[src/rtl/shift_rows_pipe.sv]
// ---------------------------------------------------------------------------
// shift_rows_pipe
//
// Purpose:
//   Pipelined Rijndael ShiftRows / InvShiftRows stage for block widths of
//   NB = 4, 6 or 8 columns. The mode is chosen per beat. Each beat is held in
//   a 2-deep registered elastic pipeline together with a sideband tag.
//   The stage sits between SubBytes and MixColumns in the encrypt round, and
//   between their inverses in the decrypt round.
//
// Parameters:
//   NB     - number of state columns (4, 6 or 8)
//   TAG_W  - width of the sideband tag carried with each beat (>= 1)
//
// Ports:
//   clk, rst          - clock and asynchronous active-high reset
//   in_valid/in_ready - upstream handshake
//   in_data           - state; byte k = in_data[8k+7:8k], row k%4, column k/4
//   in_inv            - 0 = ShiftRows, 1 = InvShiftRows, applies to this beat
//   in_tag            - sideband tag, passed through unchanged
//   out_valid/out_ready - downstream handshake
//   out_data, out_tag - permuted state and its tag, driven straight from
//                       the output register
//   busy              - at least one beat is held in the pipeline
// ---------------------------------------------------------------------------
module shift_rows_pipe #(
  parameter int NB    = 4,
  parameter int TAG_W = 4
) (
  input  logic              clk,
  input  logic              rst,
  input  logic              in_valid,
  output logic              in_ready,
  input  logic [32*NB-1:0]  in_data,
  input  logic              in_inv,
  input  logic [TAG_W-1:0]  in_tag,
  output logic              out_valid,
  input  logic              out_ready,
  output logic [32*NB-1:0]  out_data,
  output logic [TAG_W-1:0]  out_tag,
  output logic              busy
);

  localparam int W = 32 * NB;

  // Reject unsupported geometries at elaboration time.
  if (!(NB == 4 || NB == 6 || NB == 8)) begin : gBadNb
    $error("shift_rows_pipe: NB must be 4, 6 or 8");
  end
  if (TAG_W < 1) begin : gBadTag
    $error("shift_rows_pipe: TAG_W must be at least 1");
  end

  // Rijndael row offsets: 0,1,2,3 for NB=4/6; 0,1,3,4 for NB=8.
  function automatic int rowShift(input int r);
    if (NB == 8 && r >= 2) return r + 1;
    return r;
  endfunction

  // Both permutations are pure wiring. The source column for every output
  // byte is resolved at elaboration, so the mod-NB wrap costs no logic.
  logic [W-1:0] fwdPerm;
  logic [W-1:0] invPerm;
  logic [W-1:0] permData;

  for (genvar c = 0; c < NB; c++) begin : gCol
    for (genvar r = 0; r < 4; r++) begin : gRow
      localparam int S       = rowShift(r);
      localparam int FWD_SRC = (c + S) % NB;
      localparam int INV_SRC = (c - S + NB) % NB;
      assign fwdPerm[8*(r+4*c) +: 8] = in_data[8*(r+4*FWD_SRC) +: 8];
      assign invPerm[8*(r+4*c) +: 8] = in_data[8*(r+4*INV_SRC) +: 8];
    end
  end

  assign permData = in_inv ? invPerm : fwdPerm;

  // Pipeline state: stage A holds freshly permuted beats. Stage B is the
  // output register.
  logic             aValid_q, aValid_d;
  logic [W-1:0]     aData_q,  aData_d;
  logic [TAG_W-1:0] aTag_q,   aTag_d;
  logic             bValid_q, bValid_d;
  logic [W-1:0]     bData_q,  bData_d;
  logic [TAG_W-1:0] bTag_q,   bTag_d;

  logic accept;
  logic aMove;
  logic bDrain;

  // Handshake and next-state logic. B drains on a downstream accept. A moves
  // into B whenever B is empty or draining. A new beat can enter whenever A
  // is empty or will move on this edge. This is why in_ready depends only on
  // out_ready and the stage flags, and never on in_valid.
  always_comb begin
    aValid_d = aValid_q;
    aData_d  = aData_q;
    aTag_d   = aTag_q;
    bValid_d = bValid_q;
    bData_d  = bData_q;
    bTag_d   = bTag_q;

    in_ready = !aValid_q || !bValid_q || out_ready;
    accept   = in_valid && in_ready;
    aMove    = aValid_q && (!bValid_q || out_ready);
    bDrain   = bValid_q && out_ready;

    if (aMove) begin
      bValid_d = 1'b1;
      bData_d  = aData_q;
      bTag_d   = aTag_q;
      aValid_d = 1'b0;
    end else if (bDrain) begin
      bValid_d = 1'b0;
    end

    if (accept) begin
      aValid_d = 1'b1;
      aData_d  = permData;
      aTag_d   = in_tag;
    end
  end

  // State registers. Reset discards any beats in flight and zeroes the
  // payload, so out_data/out_tag read 0 while the pipeline is empty after reset.
  always_ff @(posedge clk or posedge rst) begin
    if (rst) begin
      aValid_q <= 1'b0;
      aData_q  <= '0;
      aTag_q   <= '0;
      bValid_q <= 1'b0;
      bData_q  <= '0;
      bTag_q   <= '0;
    end else begin
      aValid_q <= aValid_d;
      aData_q  <= aData_d;
      aTag_q   <= aTag_d;
      bValid_q <= bValid_d;
      bData_q  <= bData_d;
      bTag_q   <= bTag_d;
    end
  end

  assign out_valid = bValid_q;
  assign out_data  = bData_q;
  assign out_tag   = bTag_q;
  assign busy      = aValid_q || bValid_q;

endmodule

[config.mk]
export PLATFORM = sky130hd
export DESIGN_NAME = shift_rows_pipe
export DESIGN_NICKNAME = d
export VERILOG_FILES = /design/src/rtl/shift_rows_pipe.sv
export SDC_FILE = /design/constraint.sdc
export NUM_CORES = 1
export LEC_CHECK = 0
export ABC_AREA = 1
export CORE_ASPECT_RATIO = 0.9
export CORE_UTILIZATION = 30
export DETAILED_ROUTE_END_ITERATION = 16
export PLACE_DENSITY = 0.49
export SETUP_SLACK_MARGIN = 0.05
export SYNTH_ARGS = -nofsm -noshare
export SYNTH_HDL_FRONTEND = slang
export SYNTH_SLANG_ARGS = --single-unit
export TNS_END_PERCENT = 1
[constraint.sdc]
create_clock -name clk -period 13.9 [get_ports clk]
set_input_delay 3.475 -clock clk [delete_from_list [all_inputs] [get_ports clk]]
set_output_delay 3.475 -clock clk [all_outputs]
set_load 0.03 [all_outputs]
==> results of run 1 <==
flip-flops by register name, summed over array words and instances, names as in the netlist:
name	flops
aData_q	128
aTag_q	4
aValid_q	1
out_data	128
out_tag	4
out_valid	1
per-layer routing:
| metal | share of wire (%) | wire, um |
|---|---|---|
| met1 | 46 | 16800 |
| met2 | 46 | 16800 |
| met3 | 6.5 | 2370 |
| met4 | 1.8 | 673 |
| met5 | 0.068 | 25 |
power breakdown:
| group | switching [mW] | internal (mW) | leakage [nW] |
|---|---|---|---|
| Clock | 0.337 | 0.512 | 0.513 |
| Sequential | 0.102 | 0.946 | 3.32 |
| Combinational | 0.526 | 0.315 | 3.93 |
| Total | 0.965 | 1.77 | 7.76 |
final timing paths:
| kind | from | slack, ns | to | cells past startpoint |
|---|---|---|---|---|
| max | out_ready | 5.63 | in_ready | 4 |
| min | out_data[70] | 0.47 | out_data[70] | 2 |
| max reg2reg | aValid_q | 10.60 | aData_q[77] | 6 |
| min reg2reg | out_data[70] | 0.47 | out_data[70] | 2 |
| max in group asynchronous | rst | 9.02 | aData_q[80] | 3 |
| min in group asynchronous | rst | 3.43 | aData_q[82] | 2 |
Yosys cell counts:
cell type	count	area (um^2)
buf_1	10	37.5
buf_2	45	225
buf_4	16	120
clkbuf_1	28	105
dfrtp_1	266	6660
inv_1	2	7.51
inv_2	1	3.75
nand2_1	723	2710
nand2_2	2	12.5
nand3_1	264	1320
nand3_4	1	17.5
or2_2	1	6.26
layout by cell type, fill, tap and decap left out, drive strengths merged:
cell type | netlist | layout
buf | 71 | 13
bufinv | 0 | 4
clkbuf | 28 | 44
clkdlybuf4s50 | 0 | 269
clkinv | 0 | 5
clkinvlp | 0 | 3
dfrtp | 266 | 266
inv | 3 | 5
nand2 | 725 | 725
nand3 | 265 | 265
or2 | 1 | 1
per-stage QoR:
| step | cells | total power [mW] | util, % | hold WS (ns) |
|---|---|---|---|---|
| 2_1_floorplan | 1359 | 1.52 | - | 0.443 |
| 3_3_place_gp | 2018 | 1.91 | 38.8 | 0.452 |
| 3_5_place_dp | 2018 | 1.92 | 38.8 | 0.458 |
| 4_1_cts | 2076 | 2.78 | 41.7 | 0.473 |
| 5_1_grt | 2076 | 2.89 | 41.7 | 0.480 |
| 6_report | 2076 | 2.74 | 41.7 | 0.467 |
worst max-delay path, cell delays in order:
cell	delay [ns]
clkdlybuf4s50_1	0.46
inv_1	0.09
nand3_4	0.08
clkdlybuf4s50_1	0.68
cell type report:
type	instances	area (um^2)
timing repair buffer	282	2800
clock buffer	44	875
tap	476	596
fill	3755	21300
sequential	266	6660
multi-input combinational	991	4100
inverter	3	18.8
clock inverter	14	185
cells by family (layout without fill, tap and decap cells):
| family | after synthesis | count (layout) |
|---|---|---|
| DFF | 266 | 266 |
| and+or+nand+nor | 991 | 991 |
| buffers and inverters | 102 | 343 |
==> summary.txt, run 1 <==
Route
  – Drt drc: 0
  – Post-DR vias/cell: 4.65
  – Vias: between 9000 and 10000
  – Routed wire length: 36700 um
  – Detailed router's first-iteration violation count: 537
  – Post-route ant nets: 0
  – WL per Instance: approximately 18 um
  – DR pass1 iterations: 5

Layout
  – Nets: 1712
  – Antenna cells: 0
  – Synthesis-to-layout area growth: 35.7%
  – Layout cell share with drive strength beyond 1: 4.44%
  – Finished Cell Area: 0.0152 mm^2

Clocking
  – Clock buffer depth: 3
  – Post-cts sizing count: 0
  – CTS H-tree depth: 1
  – Hold-fix buffers at CTS: 0
  – Sink Count: around 270
  – Worst-path clk slew: 0.06 ns
  – CTS tree: built
  – CTS Root Cell: clkbuf_16
  – Worst skew pair latency: 0.58 ns
  – CTS buffer count: 31
  – Setup bufs post-CTS: 0

Global route
  – Initial antenna violation count: 3
  – Total GRT Usage: 19.5%
  – Largest net degree at the start of global routing: 152
  – Total global routing overflow: 0
  – Met3 GRT Util: 5.20%
  – Met2 GRT Util: 30.3%
  – Met1 Use GR: 27.2%
  – Vias in the first global route: 9551
  – First-pass GRT wire length: ~57000 um
  – Gr busiest metal: met2

Pwr
  – Peak VDD IR: 0.0866 mV
  – Pwr dens: 180 mW/mm^2
  – Pleak: 7.76 nW

Floorplanning
  – Core ar.: 0.0365 mm^2
  – Die ar.: 0.0382 mm^2
  – Starting density of the core: a little under a third
  – Rows: 66
  – # IOs: between 200 and 300
  – Die Y: 186 um
  – Die width: 206 um

Setup path
  – CP required: about 10 ns
  – Critical Path End Type: output pin
  – Critical path class: primary input to output pin
  – Worst Path Arrival: 4.79 ns
  – CP startpoint kind: primary input
  – CP Max Fanout: 2

Logic synthesis
  – Post-Syn Area: 0.0112 mm^2
  – Synth Area in Compound Gates: 0%
  – Xor and xnor fraction of the mapped netlist area: 0%
  – Synth warn: 0
  – Largest family of logic cells by synthesized area: simple AND/OR/NAND/NOR gates
  – Synth Area in Adders: 0%
  – Register area share after synthesis: about 60%
  – Syn_nets: 1496
  – Mux share of post-synthesis cell area: 0%
  – Distinct cell type count after synthesis: 12
  – Cells after Synth: 1359
  – Seq cells post-synth: about 270
  – Synth Area in Simple Gates: a little over a third
  – Syn_area_per_cell: about 8.3 um^2

STA
  – Final hold vios: 0
  – Rel. slew slack: 28.1%
  – Fmax: 0.121 GHz
  – Sum Neg Setup Slack: 0 ns
  – Slew Viols, Final: 0
  – Fin crit share: around three fifths
  – RSZ-0062 raised after global routing: no
  – Setup Viol. Count Final: 0
  – Clock skew: roughly 0.021 ns
  – Tmin final: ~8.3 ns
  – Worst-Margin Slew: 1.08 ns
  – Final setup margin: 5.63 ns

Placement
  – HPWL after DPL: 22600 um
  – Placed cell area: 0.0142 mm^2
  – Placer congestion estimate: 0.746
  – Port Buffer Count: about 270
  – Setup WS pre-CTS: between 5 and 6 ns

Hold path
  – HP Class: flip-flop to flip-flop

Run
  – Max-Cap Viols: 0

Run status
  – Status: completed
No activity file was read; power rests on OpenSTA's default activity.
==> run 2, diff against run 1 <==
Settings changed: PLACE_DENSITY 0.49 to 0.51.
Clock period 13.9 ns to 6.7 ns, I/O delays scaled along.
==> run 2 against run 1 <==
  * Wire length is 0.75% higher
  * Clock power is 110% higher
  * Non-clock buffer count is 1 lower
  * Combinational power is 110% higher
  * Sequential share of layout area is 0.15 points lower
  * Clock-buffer cell count is 10 higher
  * Via count is 0.42% higher
  * Critical path type unchanged
  * Utilization is 0.14 points higher
  * Sequential cell count stayed put
==> summary.txt, run 2 (same netlist as run 1, synthesis figures left out) <==
Setup path
  – R2R Path End: aData_q[6]
  – End of the critical path: in_ready
  – Critical path class: primary input to output pin
  – FF-to-FF Start: aValid_q
  – Worst Path Arrival: 3.03 ns (-1.76 ns)
  – R2r setup slk: 3.85 ns (-6.75 ns)
  – CP cell instances: clkdlybuf4s50_1 -> inv_1 -> nand3_4 -> clkdlybuf4s50_1
  – Slowest CP cell: clkdlybuf4s50_1
  – CP Max Fanout: 3 (+1)
  – Cell depth of the worst flop-to-flop path: 5 (-1)
  – CP required: 5.03 ns (-5.40 ns)
  – CP startpoint kind: primary input
  – Critical Path End Type: output pin
  – Slowest stage delay, CP: 0.70 ns (+0.02 ns)
  – Crit. Startpoint: out_ready
  – Crit path top cell by count: clkdlybuf4s50_1

Pwr
  – Pleak: 7.79 nW (+0.37%)
  – Peak VDD IR: 0.210 mV (+140%)
  – Power share of the clock group: 31.3% (+0.3 points)
  – Sw power: 2.01 mW (+110%)
  – Switching portion of total power: 35.2% (-0.11 points)
  – Combinational Power Share: 30.7% (about the same)
  – Pwr dens: 375 mW/mm^2 (+110%)
  – Flop pwr share: 38.0% (-0.3 points)
  – Int Power: 3.71 mW (+110%)

Floorplanning
  – Starting density of the core: 30.8% (unchanged)
  – Core ar.: 0.0365 mm^2 (unchanged)
  – # IOs: 272 (unchanged)
  – Rows: 66 (unchanged)
  – Die width: 206 um (unchanged)
  – Die Y: 186 um (unchanged)
  – Die ar.: 0.0382 mm^2 (unchanged)

Route
  – Drt drc: 0 (unchanged)
  – DR pass1 iterations: 5 (unchanged)
  – WL per Instance: 17.8 um (+0.75%)
  – Post-DR vias/cell: 4.67 (+0.42%)
  – Vias: 9701 (+0.42%)
  – Post-route ant nets: 0 (unchanged)
  – Routed wire length: 36900 um (+0.75%)
  – Detailed router's first-iteration violation count: 603 (+12%)

STA
  – Rel. slew slack: 23.9% (-4.2 points)
  – Fmax: 0.212 GHz
  – Setup Viol. Count Final: 0 (unchanged)
  – RSZ-0062 raised after global routing: no
  – Tmin final: 4.71 ns
  – Sum Neg Setup Slack: 0 ns (unchanged)
  – Clock skew: 0.0167 ns (-0.00443 ns)
  – Fin crit share: between 70% and 80%
  – Worst-Margin Slew: 1.14 ns (+0.0651 ns)
  – Final hold vios: 0 (unchanged)
  – Final setup margin: 1.99 ns (-3.64 ns)
  – Slew Viols, Final: 0 (unchanged)

Clocking
  – CTS tree: built
  – CTS buffer count: 34 (+9.7%)
  – Sink Count: 266 (unchanged)
  – Post-cts sizing count: 0 (unchanged)
  – Worst-path clk slew: 0.05 ns (about the same)
  – Worst skew pair latency: 0.51 ns (-0.07 ns)
  – Hold-fix buffers at CTS: 0 (unchanged)
  – CTS H-tree depth: 2 (+1)
  – Setup bufs post-CTS: 0 (unchanged)
  – CTS Root Cell: clkbuf_16
  – Clock buffer depth: 3 (unchanged)

Placement
  – Setup WS pre-CTS: 1.98 ns (-3.64 ns)
  – Placer congestion estimate: 0.749 (+0.36%)
  – HPWL after DPL: 22100 um (-2.3%)
  – Port Buffer Count: 271 (unchanged)

Layout
  – Core Util, Final: 41.9% (+0.14 points)
  – Nets: 1714 (+0.12%)
  – Layout cell share with drive strength beyond 1: 4.38% (-0.063 points)
  – Most frequent cells in the layout: nand2_1 (722), clkdlybuf4s50_1 (269), dfrtp_1 (265), nand3_1 (264), clkbuf_16 (37)
  – FILL cells: 3736 (-0.51%)
  – Antenna cells: 0 (unchanged)
  – Commonest non-fill, non-tap cell in the layout: nand2_1
  – Synthesis-to-layout area growth: 36.1%

Global route
  – Largest net degree at the start of global routing: 157 (+3.3%)
  – Vias in the first global route: 9678 (+1.3%)
  – Initial antenna violation count: 0 (-3)
  – Total global routing overflow: 0 (unchanged)
  – Total GRT Usage: 19.6% (+0.10 points)
  – First-pass GRT wire length: 57300 um (-0.25%)

Run status
  – Status: completed

Hold path
  – HP Class: flip-flop to flip-flop

Run
  – Max-Cap Viols: 0 (unchanged)
==> run 2: cell types whose count changed in the layout (fill, tap and decap cells not counted), sizes merged <==
cell      change
clkinvlp      -2
clkbuf       +10
inv           -2
bufinv        -4
clkinv        -1
buf           -1
==> run 2: critical path, delay by kind of cell <==
kind,cells,cell delay (ns)
buffers and inverters,3,1.24
and+or+nand+nor,1,0.12
==> run 2: how the worst min path moves through the flow <==
stage | from | endpoint | slack (ns) | cells after the start
after floorplan | aTag_q[3] | aTag_q[3] | 0.44 | 2
after global placement | out_data[68] | out_data[68] | 0.45 | 2
after detailed placement | out_data[21] | out_data[21] | 0.46 | 2
after CTS | out_data[67] | out_data[67] | 0.47 | 2
after global routing | aData_q[53] | aData_q[53] | 0.48 | 2
final | out_data[17] | out_data[17] | 0.47 | 2
==> run 2: metrics by stage <==
step | hold WS, ns | area [um^2] | power [mW] | instances
after floorplan | 0.443 | 11200 | 3.16 | 1359
after global placement | 0.454 | 14200 | 3.97 | 2017
after detailed placement | 0.458 | 14200 | 3.98 | 2017
after CTS | 0.472 | 15300 | 5.81 | 2076
after global routing | 0.484 | 15300 | 6.04 | 2076
final | 0.466 | 15300 | 5.72 | 2076
==> run 2: power by group through the flow <==
stage	clock, mW	sequential, mW	combinational, mW
final	1.79	2.18	1.76
after global routing	1.91	2.22	1.90
after CTS	1.85	2.18	1.79
after detailed placement	0	2.20	1.78
after global placement	0	2.19	1.78
after floorplan	0	2.63	0.526
==> run 2: final cells by class <==
type,count,area [um^2],area share (%)
sequential,266,6660,43.6
multi-input combinational,991,4110,26.9
timing repair buffer,281,2810,18.4
clock buffer,54,1070,7.00
tap,476,596,3.90
clock inverter,5,31.3,0.205
inverter,3,15.0,0.0982
==> run 2: per-layer routing <==
layer	GRT usage, %	vias up	part of all wire (%)
li1	-	4747	-
met1	27.0	4646	46
met2	29.1	246	44
met3	5.43	62	6.9
met4	7.44	0	3.8
met5	0	-	0
==> run 3, diff against run 2 <==
Settings changed: PLACE_DENSITY 0.51 to 0.49.
Clock period 6.7 ns to 4.9 ns, I/O delays scaled along.
==> run 3 against run 2 <==
  * Worst setup slack got worse by 0.85 ns
  * Non-clock buffer count is 2 higher
  * Via count shrank 0.35%
  * Hold slack about the same
  * Die area stayed put
  * Global-route usage grew 0.21 points
  * Design area shrank 0.16%
  * Sequential share of layout area increased by 0.071 points
  * Wire length about the same
  * Clock skew grew 0.0083 ns
  * Utilization decreased by 0.068 points
  * Largest cell class unchanged
  * Largest power group unchanged
  * Highest routed layer is now met5
==> summary.txt, run 3 (same netlist as run 1, synthesis figures left out) <==
Run status
  – Status: completed

STA
  – Fin crit share: 76.6%
  – Slew Viols, Final: 0 (unchanged)
  – Fmax: 0.266 GHz
  – Final setup margin: 1.14 ns (-0.849 ns)
  – Rel. slew slack: 26.7% (+2.8 points)
  – Clock skew: 0.0250 ns (+0.00830 ns)
  – Sum Neg Setup Slack: 0 ns (unchanged)
  – RSZ-0062 raised after global routing: no
  – Worst-Margin Slew: 1.10 ns (-0.0437 ns)
  – Final hold vios: 0 (unchanged)
  – Tmin final: 3.76 ns
  – Setup Viol. Count Final: 0 (unchanged)

Clocking
  – CTS buffer count: 30 (-12%)
  – CTS tree: built
  – Sink Count: 266 (unchanged)
  – Worst-path clk slew: 0.06 ns (about the same)
  – Hold-fix buffers at CTS: 0 (unchanged)
  – CTS Root Cell: clkbuf_16
  – Clock buffer depth: 3 (unchanged)
  – CTS H-tree depth: 1 (-1)
  – Worst skew pair latency: 0.57 ns (+0.06 ns)
  – Setup bufs post-CTS: 0 (unchanged)
  – Post-cts sizing count: 0 (unchanged)

Route
  – WL per Instance: 17.8 um (about the same)
  – Routed wire length: 36900 um (about the same)
  – Drt drc: 0 (unchanged)
  – Post-DR vias/cell: 4.66 (-0.30%)
  – Vias: 9667 (-0.35%)
  – Detailed router's first-iteration violation count: 552 (-8.5%)
  – DR pass1 iterations: 5 (unchanged)
  – Post-route ant nets: 0 (unchanged)

Floorplanning
  – # IOs: 272 (unchanged)
  – Core ar.: 0.0365 mm^2 (unchanged)
  – Die width: 206 um (unchanged)
  – Starting density of the core: 30.8% (unchanged)
  – Rows: 66 (unchanged)
  – Die ar.: 0.0382 mm^2 (unchanged)
  – Die Y: 186 um (unchanged)

Global route
  – Total GRT Usage: 19.8% (+0.21 points)
  – Total global routing overflow: 0 (unchanged)
  – First-pass GRT wire length: 58300 um (+1.7%)
  – Vias in the first global route: 9809 (+1.4%)
  – Initial antenna violation count: 3 (+3)
  – Largest net degree at the start of global routing: 134 (-15%)

Pwr
  – Switching portion of total power: 35.3% (+0.12 points)
  – Power share of the clock group: 30.3% (-1.0 points)
  – Peak VDD IR: 0.277 mV (+32%)
  – Combinational Power Share: 31.2% (+0.5 points)
  – Pwr dens: 505 mW/mm^2 (+35%)
  – Sw power: 2.72 mW (+35%)
  – Pleak: 7.78 nW (about the same)
  – Power, Total: 7.70 mW (+35%)
  – Int Power: 4.99 mW (+34%)
  – Flop pwr share: 38.5% (+0.5 points)

Setup path
  – CP required: 3.67 ns (-1.36 ns)
  – R2R Path End: aData_q[66]
  – End of the critical path: in_ready
  – Crit path top cell by count: clkdlybuf4s50_1
  – Slowest stage delay, CP: 0.67 ns (-0.03 ns)
  – Worst Path Arrival: 2.53 ns (-0.50 ns)
  – CP cell instances: clkdlybuf4s50_1 -> inv_1 -> nand3_4 -> clkdlybuf4s50_1
  – Critical path class: primary input to output pin
  – R2r setup slk: 2.26 ns (-1.59 ns)
  – CP Max Fanout: 2 (-1)
  – Slowest CP cell: clkdlybuf4s50_1
  – Critical Path End Type: output pin
  – CP startpoint kind: primary input
  – Crit. Startpoint: out_ready
  – FF-to-FF Start: aValid_q
  – Cell depth of the worst flop-to-flop path: 6 (+1)

Layout
  – Sequential Area: 0.00666 mm^2 (unchanged)
  – Core Util, Final: 41.8% (-0.068 points)
  – Most frequent cells in the layout: nand2_1 (722), clkdlybuf4s50_1 (269), dfrtp_1 (265), nand3_1 (264), clkbuf_16 (31)
  – Antenna cells: 0 (unchanged)
  – Commonest non-fill, non-tap cell in the layout: nand2_1
  – Nets: 1712 (-0.12%)
  – Multi-input logic area: 0.00410 mm^2 (-0.21%)
  – Synthesis-to-layout area growth: 35.9%
  – Final Non-Filler Cells: 2075 (-0.048%)
  – Layout cell share with drive strength beyond 1: 4.44% (+0.065 points)
  – FILL cells: 3756 (+0.54%)

Hold path
  – HP Class: flip-flop to flip-flop

Placement
  – Placer congestion estimate: 0.736 (-1.7%)
  – Setup WS pre-CTS: 1.05 ns (-0.930 ns)
  – Placed Cells incl. Taps: 2019 (+0.099%)
  – Port Buffer Count: 271 (unchanged)
  – HPWL after DPL: 22500 um (+2.1%)

Run
  – Max-Cap Viols: 0 (unchanged)
==> run 3: changes by cell type in the layout (fill, tap and decap cells not counted), sizes merged <==
cell,previous run,this run
buf,12,14
bufinv,0,3
clkbuf,54,44
clkinv,4,9
inv,3,2
==> run 3: worst min path at each step <==
stage	start	to	slack (ns)	cells past startpoint
floorplan	aTag_q[3]	aTag_q[3]	0.44	2
global placement	out_data[66]	out_data[66]	0.45	2
detailed placement	out_data[51]	out_data[51]	0.46	2
CTS	out_data[51]	out_data[51]	0.47	2
global route	out_data[54]	out_data[54]	0.49	2
finish	out_data[21]	out_data[21]	0.47	2
==> run 3: metrics by stage <==
step	hold slack [ns]	instance area (um^2)
6_report	0.466	15300
5_1_grt	0.485	15300
4_1_cts	0.472	15300
3_5_place_dp	0.457	14200
3_3_place_gp	0.452	14200
2_1_floorplan	0.443	11200
==> run 3: area by class of cell <==
class	count	share of cell area [%]
timing repair buffer	283	18.8
multi-input combinational	991	26.9
clock buffer	44	5.80
clock inverter	12	0.886
sequential	266	43.6
inverter	3	0.0984
tap	476	3.90
==> run 3: critical path: cells and delay by family <==
| kind | cells | cell delay, ns |
|---|---|---|
| AND/OR/NAND/NOR | 1 | 0.09 |
| buffers and inverters | 3 | 1.21 |
==> run 3: power groups by stage <==
stage | combinational [mW] | sequential, mW | clock, mW
4_1_cts | 2.46 | 2.97 | 2.40
5_1_grt | 2.62 | 3.03 | 2.49
6_report | 2.40 | 2.96 | 2.33
3_3_place_gp | 2.44 | 2.99 | 0
2_1_floorplan | 0.720 | 3.60 | 0
3_5_place_dp | 2.45 | 3.00 | 0
==> run 3: routing by layer <==
metal | up-vias | share of wire, % | track usage, %
met5 | - | 0.089 | 0.397
met4 | 4 | 2.2 | 4.32
met3 | 46 | 6.4 | 5.06
met2 | 216 | 45 | 30.3
met1 | 4644 | 47 | 28.0
li1 | 4757 | - | -
